===== src/rtl/uart_prog_loader.sv =====
// Serial program loader: 8N1 UART receiver feeding a framed, XOR-checked image
// into the core's 32-entry instruction memory; cpu_run is released only on a good frame.
module uart_prog_loader #(
  parameter int CLKS_PER_BIT  = 16,
  parameter int TIMEOUT_BYTES = 4
) (
  input  logic       clk,
  input  logic       rst,
  input  logic       rx_i,
  output logic       mem_we,
  output logic [4:0] mem_addr,
  output logic [7:0] mem_data,
  output logic       cpu_run,
  output logic       load_done,
  output logic       load_err,
  output logic       busy
);
  localparam int CW  = $clog2(CLKS_PER_BIT);
  localparam int TMO = TIMEOUT_BYTES * 10 * CLKS_PER_BIT;
  localparam int TW  = $clog2(TMO + 1);
  localparam logic [CW-1:0] HALF_M1 = CW'(CLKS_PER_BIT / 2 - 1);
  localparam logic [CW-1:0] FULL_M1 = CW'(CLKS_PER_BIT - 1);
  localparam logic [TW-1:0] TMO_M1  = TW'(TMO - 1);
  localparam logic [7:0]    SYNC    = 8'hA5;

  // state     | meaning
  // WAIT_SYNC | hunting for 0xA5, core held off
  // GET_LEN   | expecting LEN byte
  // GET_DATA  | writing LEN bytes to memory
  // GET_SUM   | expecting CHK byte
  // DONE      | image valid, core running
  // ERROR     | frame rejected, core held off
  typedef enum logic [1:0] {RX_IDLE, RX_START, RX_DATA, RX_STOP} rx_state_e;
  typedef enum logic [2:0] {WAIT_SYNC, GET_LEN, GET_DATA, GET_SUM, DONE, ERROR} state_e;

  logic          rx_s1_q, rx_s2_q;
  rx_state_e     rx_state_q, rx_state_d;
  logic [CW-1:0] rx_cnt_q, rx_cnt_d;
  logic [2:0]    rx_bit_q, rx_bit_d;
  logic [7:0]    rx_sh_q, rx_sh_d;
  logic          byte_valid_q, byte_valid_d;
  logic          frame_err_q, frame_err_d;

  state_e        state_q, state_d;
  logic [7:0]    xor_q, xor_d;
  logic [5:0]    idx_q, idx_d;
  logic [5:0]    len_q, len_d;
  logic [TW-1:0] tmo_q, tmo_d;
  logic          we_q, we_d;
  logic [4:0]    addr_q, addr_d;
  logic [7:0]    data_q, data_d;
  logic          done_q, done_d;

  always_comb begin
    rx_state_d   = rx_state_q;
    rx_cnt_d     = rx_cnt_q;
    rx_bit_d     = rx_bit_q;
    rx_sh_d      = rx_sh_q;
    byte_valid_d = 1'b0;
    frame_err_d  = 1'b0;
    if (rx_state_q != RX_IDLE) rx_cnt_d = rx_cnt_q - CW'(1);
    unique case (rx_state_q)
      RX_IDLE: if (!rx_s2_q) begin
        rx_state_d = RX_START;
        rx_cnt_d   = HALF_M1;
      end
      RX_START: if (rx_cnt_q == '0) begin
        if (rx_s2_q) rx_state_d = RX_IDLE;  // start bit vanished: glitch
        else begin
          rx_state_d = RX_DATA;
          rx_cnt_d   = FULL_M1;
          rx_bit_d   = '0;
        end
      end
      RX_DATA: if (rx_cnt_q == '0) begin
        rx_sh_d  = {rx_s2_q, rx_sh_q[7:1]};
        rx_cnt_d = FULL_M1;
        rx_bit_d = rx_bit_q + 3'd1;
        if (rx_bit_q == 3'd7) rx_state_d = RX_STOP;
      end
      RX_STOP: if (rx_cnt_q == '0) begin
        rx_state_d   = RX_IDLE;
        byte_valid_d = rx_s2_q;
        frame_err_d  = !rx_s2_q;
      end
      default: rx_state_d = RX_IDLE;
    endcase
  end

  always_ff @(posedge clk) begin
    if (rst) begin
      rx_s1_q      <= 1'b1;
      rx_s2_q      <= 1'b1;
      rx_state_q   <= RX_IDLE;
      rx_cnt_q     <= '0;
      rx_bit_q     <= '0;
      rx_sh_q      <= '0;
      byte_valid_q <= 1'b0;
      frame_err_q  <= 1'b0;
    end else begin
      rx_s1_q      <= rx_i;
      rx_s2_q      <= rx_s1_q;
      rx_state_q   <= rx_state_d;
      rx_cnt_q     <= rx_cnt_d;
      rx_bit_q     <= rx_bit_d;
      rx_sh_q      <= rx_sh_d;
      byte_valid_q <= byte_valid_d;
      frame_err_q  <= frame_err_d;
    end
  end

  assign busy = (state_q == GET_LEN) || (state_q == GET_DATA) || (state_q == GET_SUM);

  always_comb begin
    state_d = state_q;
    xor_d   = xor_q;
    idx_d   = idx_q;
    len_d   = len_q;
    we_d    = 1'b0;
    addr_d  = addr_q;
    data_d  = data_q;
    done_d  = 1'b0;
    tmo_d   = (tmo_q != '0) ? tmo_q - TW'(1) : tmo_q;
    if (byte_valid_q) tmo_d = TMO_M1;
    unique case (state_q)
      WAIT_SYNC, DONE, ERROR:
        if (byte_valid_q && rx_sh_q == SYNC) state_d = GET_LEN;
      GET_LEN: if (byte_valid_q) begin
        if (rx_sh_q == 8'd0 || rx_sh_q > 8'd32) state_d = ERROR;
        else begin
          state_d = GET_DATA;
          len_d   = rx_sh_q[5:0];
          xor_d   = rx_sh_q;
          idx_d   = '0;
        end
      end
      GET_DATA: if (byte_valid_q) begin
        we_d   = 1'b1;
        addr_d = idx_q[4:0];
        data_d = rx_sh_q;
        xor_d  = xor_q ^ rx_sh_q;
        idx_d  = idx_q + 6'd1;
        if (idx_q + 6'd1 == len_q) state_d = GET_SUM;
      end
      GET_SUM: if (byte_valid_q) begin
        if (rx_sh_q == xor_q) begin
          state_d = DONE;
          done_d  = 1'b1;
        end else state_d = ERROR;
      end
      default: state_d = WAIT_SYNC;
    endcase
    // tmo_q is reloaded on every completed byte, so zero here means silence too long
    if (busy && (frame_err_q || (tmo_q == '0 && !byte_valid_q))) state_d = ERROR;
  end

  always_ff @(posedge clk) begin
    if (rst) begin
      state_q <= WAIT_SYNC;
      xor_q   <= '0;
      idx_q   <= '0;
      len_q   <= '0;
      tmo_q   <= '0;
      we_q    <= 1'b0;
      addr_q  <= '0;
      data_q  <= '0;
      done_q  <= 1'b0;
    end else begin
      state_q <= state_d;
      xor_q   <= xor_d;
      idx_q   <= idx_d;
      len_q   <= len_d;
      tmo_q   <= tmo_d;
      we_q    <= we_d;
      addr_q  <= addr_d;
      data_q  <= data_d;
      done_q  <= done_d;
    end
  end

  assign mem_we    = we_q;
  assign mem_addr  = addr_q;
  assign mem_data  = data_q;
  assign load_done = done_q;
  assign cpu_run   = (state_q == DONE);
  assign load_err  = (state_q == ERROR);

endmodule


===== config.mk =====
export PLATFORM = sky130hd
export DESIGN_NAME = uart_prog_loader
export DESIGN_NICKNAME = d
export VERILOG_FILES = /design/src/rtl/uart_prog_loader.sv
export SDC_FILE = /design/constraint.sdc
export NUM_CORES = 1
export LEC_CHECK = 0
export ABC_AREA = 0
export BUFFER_PORTS_ARGS = -buffer_cell sky130_fd_sc_hd__buf_2
export CAP_MARGIN = 20
export CORE_ASPECT_RATIO = 0.8
export CORE_MARGIN = 1
export CORE_UTILIZATION = 45
export DETAILED_ROUTE_END_ITERATION = 8
export MAX_ROUTING_LAYER = met4
export PLACE_DENSITY = 0.71
export SKIP_LAST_GASP = 1
export SLEW_MARGIN = 20
export SYNTH_ARGS = -nofsm -noshare
export SYNTH_HDL_FRONTEND = slang
export SYNTH_SLANG_ARGS = --single-unit

===== constraint.sdc =====
create_clock -name clk -period 1.78 [get_ports clk]
set_clock_uncertainty 0.1 [all_clocks]
set_input_delay 0.356 -clock clk [delete_from_list [all_inputs] [get_ports clk]]
set_output_delay 0.356 -clock clk [all_outputs]
set_load 0.02 [all_outputs]

# ---- After elaboration in Yosys (flattened, before gate mapping)
# Cells that the tools add are included.
# W data, S select, Z words.
dict set report totals {
  wordCells 131
  input_bits 3
  romBits 0
  n_memories 0
  out_inout_bits 18
  latch_bits 0
  regBits 69
  ramBits 0
}
dict set report op_classes {
  div_mod_pow 0
  n_mul 0
  n_mux 38
  n_lt_le_gt_ge 1
  n_addsub 4
  eq_ne 29
  bitwise 7
  shift 0
  n_reduce_logical 33
}
# op n
set op_table {}
lappend op_table {{$mux W3} 10}
lappend op_table {{$mux W8} 3}
lappend op_table {{$ne A2 B2 Y1 const B} 11}
lappend op_table {{$mux W10} 2}
lappend op_table {{$mux W4} 5}
lappend op_table {{$mux W6} 3}
lappend op_table {{$pmux W8 S2} 1}
lappend op_table {{$reduce_and A5 Y1} 3}
lappend op_table {{$mux W2} 6}
lappend op_table {{$pmux W3 S4} 1}
lappend op_table {{$pmux W4 S3} 1}
lappend op_table {{$pmux W6 S2} 1}
lappend op_table {{$logic_not A10 Y1} 1}
lappend op_table {{$reduce_bool A10 Y1} 1}
lappend op_table {{$sub A10 B1 Y10 const B} 1}
lappend op_table {{$eq A3 B3 Y1 const B} 3}
lappend op_table {{$ne A3 B2 Y1 const B} 3}
lappend op_table {{$reduce_or A3 Y1} 3}
lappend op_table {{$eq A8 B8 Y1} 1}
lappend op_table {{$eq A8 B8 Y1 const B} 1}
lappend op_table {{$gt A8 B6 Y1 const B} 1}
lappend op_table {{$logic_not A8 Y1} 1}
lappend op_table {{$pmux W2 S4} 1}
lappend op_table {{$reduce_and A4 Y1} 2}
lappend op_table {{25 further kinds} 46}

# ---- Depth between registers and ports, before layout
dict set report depth {
  depth_word 6
  ltp_mapped 8
  mapped_depth_nobuf 7
}

# ---- Least setup slack after synthesis
# Ideal clock, no wire load.
dict set report synth_timing {
  kind {register to register}
  startpoint {register rx_sh_q[6]}
  endpoint {register xor_q[2]}
  t_arrival_ns 1.679
  path_slack_ns -0.103
  stages_incl_launch_ff 7
  setup_ns 0.103
  period_less_slack_ns 1.883
  n_path_buf 2
  cell_sequence {dfxtp_1 -> buf_6 -> or3_4 -> a2111oi_4 -> o31ai_2 -> buf_6 -> a2111oi_2}
}
dict set report synth_via {
  elab_chain_len 4
  word_cells_on_any_way 5
}
# item line_no
set synth_lines {}
lappend synth_lines {{from (decl)} 40} ;# logic [7:0] rx_sh_q, rx_sh_d;
lappend synth_lines {{from (signal assigned)} 106} ;# rx_sh_q <= rx_sh_d;
lappend synth_lines {{$gt A8 B6 Y1 / $logic_not A8 Y1 (equally long branches)} 129} ;# if (rx_sh_q == 8'd0 || rx_sh_q > 8'd32) state_d = ERROR;
lappend synth_lines {{$logic_or A1 B1 Y1 *} 129}
lappend synth_lines {{$ne A2 B2 Y1 (no line) *} n/a}
lappend synth_lines {{$reduce_and A4 Y1 (no line) *} n/a}
lappend synth_lines {{to (signal assigned)} 170} ;# xor_q <= xor_d;
lappend synth_lines {{to (decl)} 45} ;# logic [7:0] xor_q, xor_d;
# Mark *: on every way between the ends. The rest lies on a longest branch, timed or not.
# A chain may end at the register's enable or synchronous reset.

# ---- Final worst setup path
dict set report layout_timing {
  startpoint {register rx_sh_q[6]}
  endpoint {register xor_q[1]}
}
# The elaborated chain is that of the path after synthesis.

==> flow_summary_export.csv <==
group,metric,value,unit
grt,grt_pass1_vias,2685,
grt,met3_usage,0.0479,
worst_setup_path,slowest_stage,"or3_4",
pwr,p_clk_frac,0.320,
layout,stdcell_count,549,
floorplan,die_w,99.8,um
timing,post-route-period-util,1.05,
grt,antenna_found_initial,0,
route,first_pass_iters,5,
worst_setup_path,reg2reg_slack,-0.09,ns
route,wl_per_cell,14.6,um
flow_run,maxCapViolCount,0,
clock_network,cts_hold_buf,0,
layout,nFillCells,640,
yosys,synth-edff-count,0,
pwr,p_switching,0.00114,W
yosys,synth_nets,403,
hold_path,min_to,"rx_s1_q",
layout,final_cell_mix,"dfxtp_1, nand2_1, a21oi_1, buf_4, nor2_1",
pwr,p_per_area,931,nW/um^2
clock_network,clk_pin_slew,0.08,ns
clock_network,clockBufferDepth,2,
layout,num-nets-final,448,
route,via_per_inst,5.40,
yosys,avgSynthCellArea,8.74,sq um
placed_design,postPlaceCellArea,3700,sq um
floorplan,boundaryPins,21,
timing,tns,-0.736,ns
floorplan,die_area,8010,sq um
pwr,max-vdd-ir-drop,0.000447,V
grt,top_usage_layer,"met2",
hold_path,hp-start,"rx_i",
floorplan,initial_core_util,0.466,
worst_setup_path,reg2reg_depth,5,
timing,slew_headroom,0.737,
worst_setup_path,required,1.93,ns
yosys,ys_warn_count,0,
grt,track_usage,0.211,
clock_network,cts_tree,"yes",
layout,area_delta_synth_final,21.0,%
pwr,internal-power,0.00273,W
yosys,async_flop_share,0,
timing,post-route-min-period,1.87,ns
floorplan,rows,28,
grt,grt_use_met2,0.328,
timing,setup_viol,16,
route,drcViolationCount,0,
timing,tightestPinTransition,0.391,ns
yosys,ys_seq_area_frac,0.401,
worst_setup_path,crit_fanout,6,
placed_design,globalplace.congestion,0.893,
yosys,ys_ff_latch,69,
timing,fmax,534,MHz
yosys,syn_area,3440,sq um
timing,slew_viol_final,0,
worst_setup_path,r2r-end,"xor_q[1]",
pwr,seqPwrFrac,0.452,
clock_network,clock-sinks,69,
floorplan,die_y,80.2,um
clock_network,cts_buffers,9,
clock_network,cts-root-buf,"clkbuf_8",
grt,grt.met1_usage,0.275,
pwr,sw_frac_of_total,0.295,
worst_setup_path,start_kind,"register",
clock_network,clock_latency,0.35,ns
placed_design,io_buffers,20,
placed_design,dp.cells,528,
worst_setup_path,critPathArrivalTime,2.03,ns
grt,grt_max_degree,21,
timing,setup_ws,-0.0926,ns
route,vias,2962,
worst_setup_path,critical_path_class,"register to register",
outcome,violations,"setup timing",
grt,grt_pass1_wl,12800,um
layout,layout_commonest_cell,"dfxtp_1",
worst_setup_path,cp-end-kind,"register",
floorplan,coreArea,7390,sq um
layout,antenna_cells,0,
worst_setup_path,r2r-start,"rx_sh_q[6]",
grt,globalRoute.totalOverflow,0,
layout,design_area,4170,sq um
layout,final_util,0.563,
timing,rsz0062_at_grt,"true",
route,wirelength,8030,um
route,ant_nets,0,
layout,drive_gt1_frac,0.279,
worst_setup_path,path_cells,"or3_4 > and4b_2 > o31ai_2 > buf_6 > a2111oi_4",
yosys,syn_inst,394,
outcome,status,"finished, violations left",
pwr,total_leakage_power,1.69,nW
placed_design,dp_hpwl,5210,um
pwr,combPwrFrac,0.227,
clock_network,htree_levels,3,
yosys,ys_types,54,
route,drt_iter0_drc,135,
hold_path,worstHoldPathType,"input port to register",
hold_path,hold_depth,2,
timing,timing_hold_violations_final,0,
yosys,synth_flop_cell,"dfxtp_1",
worst_setup_path,critical_path.max_stage_delay,0.39,ns
## through the flow
step                worst slack, ns  hold slack, ns  power [W]
floorplan                    -0.103           0.289    0.00231
global placement            -0.0465           0.296    0.00247
detailed placement           -0.115           0.309    0.00251
CTS                         -0.0519          0.0767    0.00378
global route                 -0.147          0.0770    0.00408
finish                      -0.0926          0.0931    0.00388
## power by group through the flow
stage / clock network, W / logic, W / registers, W
2_1_floorplan: 0 / 0.000559 / 0.00175
3_3_place_gp: 0 / 0.000706 / 0.00176
3_5_place_dp: 0 / 0.000742 / 0.00177
4_1_cts: 0.00126 / 0.000773 / 0.00174
5_1_grt: 0.00132 / 0.000982 / 0.00177
6_report: 0.00124 / 0.000881 / 0.00175
## area by class of cell
cell class | instances | area, sq um | share of cell area
flip-flops and latches | 69 | 1390 | 0.333
clock inverters | 7 | 66.3 | 0.0159
clock buffers | 9 | 124 | 0.0297
repair buffers | 65 | 477 | 0.114
multi-input cells | 282 | 1940 | 0.465
well taps | 105 | 131 | 0.0315
inverters | 12 | 45.0 | 0.0108
## worst max-delay path: cells and delay by family (launching register included)
family          cells  cell delay [ns]
simple gates        2             0.74
flops               1             0.32
buf+inv             1             0.18
compound gates      2             0.44
## cell usage after synthesis (3+ instances only)
library cell	number	share of area
ha_1	6	0.022
nand3_1	9	0.013
and2_1	3	0.0055
a21oi_1	44	0.064
nand2b_1	5	0.0091
mux2i_1	11	0.032
xor2_1	13	0.033
a2111oi_2	4	0.017
and3_2	3	0.0065
nand2_1	60	0.065
o21ai_0	15	0.022
inv_1	12	0.013
nor4_1	3	0.0055
nor3_1	9	0.013
a31oi_1	6	0.011
clkbuf_8	7	0.028
nor2_1	32	0.035
a22oi_1	6	0.013
xnor2_1	7	0.018
and3_1	6	0.011
clkbuf_1	15	0.016
buf_6	4	0.013
dfxtp_1	69	0.40
a311oi_1	3	0.0076
## worst max-delay path by stage
stage / endpoint / start / depth (start not counted)
after floorplan: xor_q[2] / rx_sh_q[6] / 6
after global placement: xor_q[1] / rx_sh_q[6] / 5
after detailed placement: xor_q[1] / rx_sh_q[6] / 5
after CTS: xor_q[1] / rx_sh_q[6] / 5
after global routing: xor_q[2] / rx_sh_q[1] / 7
final: xor_q[1] / rx_sh_q[6] / 5
## state kept, by name, indices dropped and copies added (netlist names), 3 cells and up, named ones only
name      flops
idx_q         6
len_q         6
mem_addr      5
mem_data      8
rx_bit_q      3
rx_cnt_q      4
rx_sh_q       8
state_q       3
tmo_q        10
xor_q         8
## cells by family after synthesis
family	count (synthesis)	share of synthesized area
flops	69	0.401
xor+xnor	20	0.0509
fa+ha+maj	6	0.0218
mux	12	0.0352
simple gates	151	0.217
buf+inv	43	0.0970
compound gates	93	0.177
## routing by layer
metal / part of all wire / up-vias
met5: 0 / -
li1: - / 1451
met4: 0.012 / 0
met2: 0.48 / 67
met1: 0.47 / 1435
met3: 0.037 / 9
## what timing repair did
action | 4_1_cts | 5_1_grt
resized for setup | 17 | 31
setup endpoints to repair | 11 | 30
setup buffers | 0 | 5
pin swaps | 1 | 8
Note: power is estimated with default switching activity, not from simulation.
